### src/rtl/nexys_starship_damage_gen_pkg.sv
// Shared definitions for the starship damage scheduler.
// Contents: subsystem indices, one-hot state encodings, LFSR feedback mask,
//           and the target-selection helper used in the strike request cycle.
package nexys_starship_damage_gen_pkg;

  // Subsystem indices; these are also the bit positions in the broken vector.
  localparam int SYS_BR = 0;
  localparam int SYS_BL = 1;
  localparam int SYS_TR = 2;
  localparam int SYS_TL = 3;

  // Galois feedback mask (taps 16,14,13,11), applied on a right shift.
  localparam logic [15:0] LFSR_MASK = 16'hB400;

  // One-hot encodings so the state bits can drive q_Idle / q_Armed directly.
  typedef enum logic [1:0] {
    ST_IDLE  = 2'b01,
    ST_ARMED = 2'b10
  } state_t;

  typedef struct packed {
    logic       found;
    logic [1:0] idx;
  } target_t;

  // First unbroken subsystem scanning start, start+1, ... (mod 4).
  // The loop runs backwards so the smallest offset is the last one written.
  function automatic target_t pick_target(input logic [1:0] start,
                                          input logic [3:0] broken);
    target_t    t;
    logic [1:0] idx;
    t = '0;
    for (int k = 3; k >= 0; k--) begin
      idx = start + 2'(k);
      if (!broken[idx]) begin
        t.found = 1'b1;
        t.idx   = idx;
      end
    end
    return t;
  endfunction

endpackage

### src/rtl/nexys_starship_damage_gen_lfsr16.sv
// 16-bit Galois LFSR that free-runs every cycle from reset.
// Ports: Clk, Reset_n (async active-low) in; lfsr[15:0] out (registered).
// A zero state (unreachable in normal use) recovers by reloading SEED.
module nexys_starship_lfsr16
  import nexys_starship_damage_gen_pkg::*;
#(
  parameter logic [15:0] SEED = 16'hACE1
) (
  input  logic        Clk,
  input  logic        Reset_n,
  output logic [15:0] lfsr
);

  always_ff @(posedge Clk or negedge Reset_n) begin
    if (!Reset_n) begin
      lfsr <= SEED;
    end else if (lfsr == 16'h0000) begin
      lfsr <= SEED;
    end else begin
      lfsr <= {1'b0, lfsr[15:1]} ^ (lfsr[0] ? LFSR_MASK : 16'h0000);
    end
  end

endmodule

### src/rtl/nexys_starship_damage_gen.sv
// Damage scheduler: periodically strikes one unbroken subsystem with a fresh repair code.
// Ports: Clk, Reset_n, play_flag, gameover_ctrl, broken[3:0] in;
//        TL/TR/BL/BR_random, random_hex[3:0], level[3:0], q_Idle, q_Armed out (all registered).
module nexys_starship_damage_gen
  import nexys_starship_damage_gen_pkg::*;
#(
  parameter int unsigned TICK_DIV      = 100_000_000,
  parameter int unsigned BASE_INTERVAL = 8,
  parameter int unsigned MIN_INTERVAL  = 2,
  parameter int unsigned LEVEL_STEP    = 4,
  parameter logic [15:0] LFSR_SEED     = 16'hACE1
) (
  input  logic       Clk,
  input  logic       Reset_n,
  input  logic       play_flag,
  input  logic       gameover_ctrl,
  input  logic [3:0] broken,
  output logic       TL_random,
  output logic       TR_random,
  output logic       BL_random,
  output logic       BR_random,
  output logic [3:0] random_hex,
  output logic [3:0] level,
  output logic       q_Idle,
  output logic       q_Armed
);

  localparam int PW = (TICK_DIV > 1) ? $clog2(TICK_DIV) : 1;
  localparam logic [PW-1:0] PRE_MAX = PW'(TICK_DIV - 1);

  state_t      state;
  logic [PW-1:0] prescaler;
  logic [3:0]  interval_cnt;
  logic [7:0]  strike_cnt;
  logic [3:0]  strike;        // {TL,TR,BL,BR}
  logic [3:0]  cur_interval;
  logic [15:0] lfsr;
  logic        lfsr_unused;
  logic        tick;
  logic        request;
  logic        abort;
  target_t     tgt;

  nexys_starship_lfsr16 #(.SEED(LFSR_SEED)) u_lfsr (
    .Clk     (Clk),
    .Reset_n (Reset_n),
    .lfsr    (lfsr)
  );

  assign lfsr_unused = ^{lfsr[15:8], lfsr[3:2]};

  // Interval shrinks by one tick per level, floored at MIN_INTERVAL.
  always_comb begin
    cur_interval = 4'(BASE_INTERVAL) - level;
    if (({1'b0, level} + 5'(MIN_INTERVAL)) >= 5'(BASE_INTERVAL)) begin
      cur_interval = 4'(MIN_INTERVAL);
    end
  end

  assign tick    = (prescaler == PRE_MAX);
  assign request = tick && (interval_cnt <= 4'd1);
  assign abort   = gameover_ctrl || !play_flag;
  assign tgt     = pick_target(lfsr[1:0], broken);

  always_ff @(posedge Clk or negedge Reset_n) begin
    if (!Reset_n) begin
      state        <= ST_IDLE;
      prescaler    <= '0;
      interval_cnt <= '0;
      strike_cnt   <= '0;
      level        <= '0;
      strike       <= '0;
      random_hex   <= '0;
    end else begin
      strike <= '0;
      case (state)
        ST_IDLE: begin
          prescaler    <= '0;
          strike_cnt   <= '0;
          level        <= '0;
          interval_cnt <= 4'(BASE_INTERVAL);
          if (play_flag && !gameover_ctrl) state <= ST_ARMED;
        end
        ST_ARMED: begin
          if (abort) begin
            // Leaving wins over any strike requested this cycle.
            state      <= ST_IDLE;
            prescaler  <= '0;
            strike_cnt <= '0;
            level      <= '0;
          end else begin
            prescaler <= tick ? '0 : prescaler + PW'(1);
            if (request) begin
              // Reload uses the level as it stands now; a level change
              // made by this strike applies from the following reload.
              interval_cnt <= cur_interval;
              if (tgt.found) begin
                strike     <= 4'b0001 << tgt.idx;
                random_hex <= lfsr[7:4];
                if (strike_cnt + 8'd1 >= 8'(LEVEL_STEP)) begin
                  strike_cnt <= '0;
                  if (level != 4'hF) level <= level + 4'd1;
                end else begin
                  strike_cnt <= strike_cnt + 8'd1;
                end
              end
            end else if (tick) begin
              interval_cnt <= interval_cnt - 4'd1;
            end
          end
        end
        default: state <= ST_IDLE;
      endcase
    end
  end

  assign TL_random = strike[SYS_TL];
  assign TR_random = strike[SYS_TR];
  assign BL_random = strike[SYS_BL];
  assign BR_random = strike[SYS_BR];
  assign q_Idle    = state[0];
  assign q_Armed   = state[1];

endmodule

### config.mk
export PLATFORM = sky130hd
export DESIGN_NAME = nexys_starship_damage_gen
export DESIGN_NICKNAME = d
export VERILOG_FILES = /design/src/rtl/nexys_starship_damage_gen_pkg.sv /design/src/rtl/nexys_starship_damage_gen_lfsr16.sv /design/src/rtl/nexys_starship_damage_gen.sv
export SDC_FILE = /design/constraint.sdc
export NUM_CORES = 1
export LEC_CHECK = 0
export BUFFER_PORTS_ARGS = -buffer_cell sky130_fd_sc_hd__buf_2
export CORE_MARGIN = 10
export CORE_UTILIZATION = 60
export DETAILED_ROUTE_END_ITERATION = 6
export GPL_TIMING_DRIVEN = 0
export PLACE_DENSITY_LB_ADDON = 0.2
export SYNTH_ARGS = -nofsm -noshare
export SYNTH_HDL_FRONTEND = slang
export SYNTH_SLANG_ARGS = --single-unit
### constraint.sdc
create_clock -name Clk -period 4.8 [get_ports Clk]
set_input_delay 0 -clock Clk [delete_from_list [all_inputs] [get_ports Clk]]
set_output_delay 0 -clock Clk [all_outputs]
set_load 0.01 [all_outputs]
[Word level (Yosys, flattened, before mapping)]
Index checks and enable logic that the tools add are counted.
Storage, ports and cells
  memory bits (read-only): 0
  input bits: 8
  logic and storage cells: 91
  register bits: 69
  memories kept: 0
  memory bits (writable): 0
  bits in latches: 0
Cells by class
  bitwise logic cells: 2
  reduce and logical (&&, ||, !) cells: 12
  divide/modulo/power cells: 0
  mux-type cells: 40
  order comparisons: 7
  $add $sub $neg: 9
  equality and inequality tests: 12
  $mul: 0
  shifts and indexed selects: 1
Operators with widths (number)
  $mux 27: 2
  $pmux 27 s2: 1
  $mux 4: 13
  $mux 16: 2
  $mux 8: 4
  $add 27x1->27 const B: 1
  $eq 27x27->1 const B: 1
  $logic_not 16->1: 1
  $pmux 4 s2: 2
  $pmux 8 s2: 1
  $xor 15x16->16: 1
  $ne 3x3->1 const B: 5
  $lt 2x3->1 const B: 4
  $mux 3: 4
  $add 8x1->8 const B: 1
  $bmux 1 s2: 4
  $ge 8x3->1 const B: 1
  $ne 2x2->1 const B: 3
  $reduce_and 3->1: 2
  $add 4x2->5 const B: 1
  $ge 5x4->1 const B: 1
  $reduce_and 5->1: 1
  $add 2x2->2 const B: 2
  $add 4x1->4 const B: 1
  other kinds (18): 24

[Logic depth before layout (Yosys ltp)]
  word-level depth: 12
  mapped depth: 11
  gate-level depth less buffers: 8

[Modules after synthesis]
A second synthesis with hierarchy kept.
Unflattened totals
  cell total of the unflattened synthesis: 351
  area total of the unflattened synthesis: 3619.7 µm²
Modules (own cells, without submodules)
  nexys_starship_damage_gen: area an instance 2935.3 µm², cells an instance 303, times used 1
  nexys_starship_lfsr16: area an instance 684.4 µm², cells an instance 48, times used 1

[Least setup slack after synthesis]
OpenSTA, ideal clock, no wires.
  path type: register to register
  start: register u_lfsr.lfsr[0]
  end: register strike[2]
  buffers on the path: 1
  path slack: 2.278 ns
  arrival: 2.450 ns
  required time: 4.728 ns
  cell stages (with the launch flop): 9
  path through: dfstp_2 > clkbuf_1 > inv_1 > ha_1 > mux4_2 > o21ai_0 > a21oi_1 > mux2_2 > nor2_1
Between the ends
  cells in the longest elaborated chain, start to end: 12
  elaborated cells on any way between the ends: 20
  classes of those cells: 3 x add/sub; 1 x shift; 16 x mux
RTL lines
  start: declaration: RTL line nexys_starship_damage_gen_lfsr16.sv:11  | output logic [15:0] lfsr
  start signal: assignment: RTL line nexys_starship_damage_gen_lfsr16.sv:20  | lfsr <= {1'b0, lfsr[15:1]} ^ (lfsr[0] ? LFSR_MASK : 16'h0000);
  $add 2x2->2: RTL line nexys_starship_damage_gen_pkg.sv:34  | idx = start + 2'(k);
  $bmux 1 s2: RTL line nexys_starship_damage_gen_pkg.sv:35  | if (!broken[idx]) begin
  $mux 1 (not written as such): RTL line nexys_starship_damage_gen_pkg.sv:35
  $mux 3 (3 in series): RTL line nexys_starship_damage_gen_pkg.sv:35
  $mux 3 *: RTL line nexys_starship_damage_gen_pkg.sv:35
  $shl 1x2->4: RTL line nexys_starship_damage_gen.sv:98  | strike <= 4'b0001 << tgt.idx;
  $mux 4 *: RTL line nexys_starship_damage_gen.sv:97  | if (tgt.found) begin
  $mux 4 *: RTL line nexys_starship_damage_gen.sv:93  | if (request) begin
  $mux 4 *: RTL line nexys_starship_damage_gen.sv:85  | if (abort) begin
  $mux 4 *: RTL line nexys_starship_damage_gen.sv:76  | case (state)
  end signal: assignment: RTL line nexys_starship_damage_gen.sv:98
  end: declaration: RTL line nexys_starship_damage_gen.sv:35  | logic [3:0] strike;
Mark *: on every way between the ends. The rest lies on a longest branch, timed or not. The select of a mux whose other input is x is not followed.
A chain may end at the register's enable or synchronous reset.

[Worst setup path in the final report]
Ends and elaborated chain as after synthesis.

==> results by group <==
Logic synthesis
  • Register area share after synthesis: 48.9%
  • Flops & latches, synth: 69
  • Synth cell types: 55
  • Synth warn: 0
  • Instance count of the mapped netlist: 353
  • Syn_area_per_cell: 10.1 um^2
  • Most used flip-flop cell after synthesis: dfrtp_1
  • EDFF count, synth: 0
  • Mapped cell area: 3550 um^2
  • Post-synth ARST share: 100%
  • Mapped Nets: 372

Timing
  • Slew @ Worst Pin: 0.852 ns
  • RSZ-0062 raised after global routing: no
  • Max Fclk: 357 MHz
  • Setup_tns: 0 ns
  • Tcrit/Tclk final: 58.4%
  • Endpoints failing setup: 0
  • Minimum hold slack: 0.0411 ns
  • Hold Fails Final Rpt: 0
  • Final Slew Violations: 0
  • Slew headroom: 43.2%
  • Skew final: 0.0101 ns
  • Min Tclk post-route: 2.80 ns

Critical path
  • WP data required: 5.08 ns
  • R2r endpoint: strike[2]$_DFF_PN0_
  • Startpoint Class: flip-flop
  • CP Class: reg -> reg
  • Crit path capture: strike[2]$_DFF_PN0_
  • Worst r2r src: u_lfsr.lfsr[0]$_DFF_PN1_
  • CP startpoint: u_lfsr.lfsr[0]$_DFF_PN1_
  • Worst reg-to-reg setup slack: 2.00 ns
  • Critical Path Sink Type: flip-flop
  • Crit-path max FO: 10
  • R2r worst-path depth: 8
  • Arrival time worst endpoint: 3.08 ns

Place
  • Number of port buffers: 21
  • RePlAce Congestion: 0.869
  • HPWL after detailed placement: 4850 um
  • DP Area: 3750 um^2

Floorplan
  • Initial core utilization: 63.0%
  • Die Footprint: 9400 um^2
  • Die height: 96.9 um
  • Core ar.: 5640 um^2
  • Die width: 96.9 um
  • Core Rows: 27
  • # IOs: 22

Final layout
  • Final core occ: 70.0%
  • NumNets Final: 405
  • Share of layout cells above drive strength 1: 18.7%
  • Final Cell Area: 3950 um^2
  • Area growth syn-to-layout: 11.2%
  • Antenna Cells: 0
  • Most frequent cells in the layout: dfrtp_1, nor2_1, nand2_1, buf_2, xor2_1
  • Commonest non-fill, non-tap cell in the layout: dfrtp_1

Power and ir drop
  • Cell Pwr Density: 365 nW/um^2
  • Power Total: 1.44 mW
  • VDD IR max: 187 uV
  • Leakage power total: 1.82 nW

Routing
  • DRT antenna net count: 0
  • WL final: 6800 um
  • DR vias: 2648
  • DR pass1 iterations: 4
  • Initial DRC Count: 133
  • DRC: 0
  • Routed WL per cell: 14.7 um
  • Via density per instance: 5.73

Clock tree
  • H-tree depth: 3
  • Reg clk slew, reported paths: 0.08 ns
  • Clock Latency Late Sink: 0.34 ns
  • Clk sinks: 69
  • Root buf cell: clkbuf_8
  • CTS Buf Count: 9
  • Post-CTS sizing: 0
  • Max Root-Sink Buffers: 2
  • TritonCTS clock tree: done

Global route
  • Initial antenna violation count: 0
  • GRT overflow: 0
  • Vias in the first global route: 2530
  • Largest net degree at the start of global routing: 70
  • First-pass GRT wire length: 11700 um
  • GR Util All Layers: 14.4%

Outcome
  • Outcome: complete, no violations

Run
  • Max cap viols: 0

Worst hold path
  • Min-Delay Path Class: in -> reg
==> stage by stage <==
| stage | setup WS, ns | cells |
|---|---|---|
| after floorplan | 2.28 | 353 |
| after global placement | 2.07 | 446 |
| after detailed placement | 2.05 | 446 |
| after CTS | 2.02 | 462 |
| after global routing | 1.80 | 462 |
| final | 2.00 | 462 |
==> worst min path at each step <==
stage          cells after the start  startpoint                           to  slack, ns
2_1_floorplan                      0     Reset_n  interval_cnt[0]$_DFFE_PN0P_      -0.30
3_3_place_gp                       4   play_flag         state[0]$_DFFE_PN1P_       0.39
3_5_place_dp                       1     Reset_n    strike_cnt[3]$_DFFE_PN0P_       0.16
4_1_cts                            4   broken[2]          strike[2]$_DFF_PN0_       0.03
5_1_grt                            4   broken[2]          strike[2]$_DFF_PN0_       0.06
6_report                           4   broken[2]          strike[2]$_DFF_PN0_       0.04
==> layout make-up <==
class | count | area (um^2)
tap | 72 | 90.1
inverter | 12 | 45.0
clock inverter | 4 | 50.0
sequential | 69 | 1740
clock buffer | 11 | 141
buffer | 17 | 81.3
fill | 420 | 1690
multi-input combinational | 255 | 1690
timing repair buffer | 22 | 118
==> worst max-delay path, cell delays in order (launching register included) <==
cell and delay [ns]:
dfstp_2 0.53, clkbuf_1 0.43, inv_1 0.17, ha_1 0.40, mux4_2 0.53, o21ai_0 0.16, a21oi_1 0.12, mux2_2 0.30
nor2_1 0.11
==> routing by layer <==
metal	global-route usage, %	share of wire, %	routed length, um
met5	0	0	0
met3	3.76	4.1	276
met2	23.2	49	3320
met1	18.2	46	3130
met4	5.30	1.2	80
==> logic make-up after synthesis <==
family | count (synthesis) | synth area share (%)
fa+ha+maj | 11 | 3.87
compound gates | 42 | 8.77
flops | 69 | 48.9
buf+inv | 29 | 3.56
xor+xnor | 30 | 7.40
mux | 11 | 3.66
simple gates | 161 | 23.8
==> synthesized netlist by cell type, drive strengths merged (8+ instances only) <==
library cell,count,share of area [%]
o21ai,12,1.7
xnor2,10,2.5
nor3,9,1.4
nand4,10,1.9
inv,12,1.3
dfstp,9,6.7
dfrtp,60,42
nand2,35,3.7
xor2,20,4.9
nor2,51,5.5
clkbuf,10,1.1
and3,8,1.4
ha,11,3.9
nand3,11,1.5
==> state kept, by name (all words and copies together) (netlist names) <==
signal and cells:
strike 4, state 2, random_hex 4, strike_cnt 8, level 4, prescaler 27, u_lfsr.lfsr 16, interval_cnt 4
==> power by group <==
part           internal, mW  total (mW)  leakage, nW  switching (mW)
clock                 0.250       0.465       0.0914           0.215
combinational         0.124       0.344        0.829           0.220
sequential            0.607       0.633        0.904          0.0261
==> timing repair <==
item                                   4_1_cts  5_1_grt
endpoints found under the hold margin       60        0
setup buffers                                0        0
hold buffers                                 1        0
setup endpoints to repair                    0        0
(Power assumes the default switching activity.)
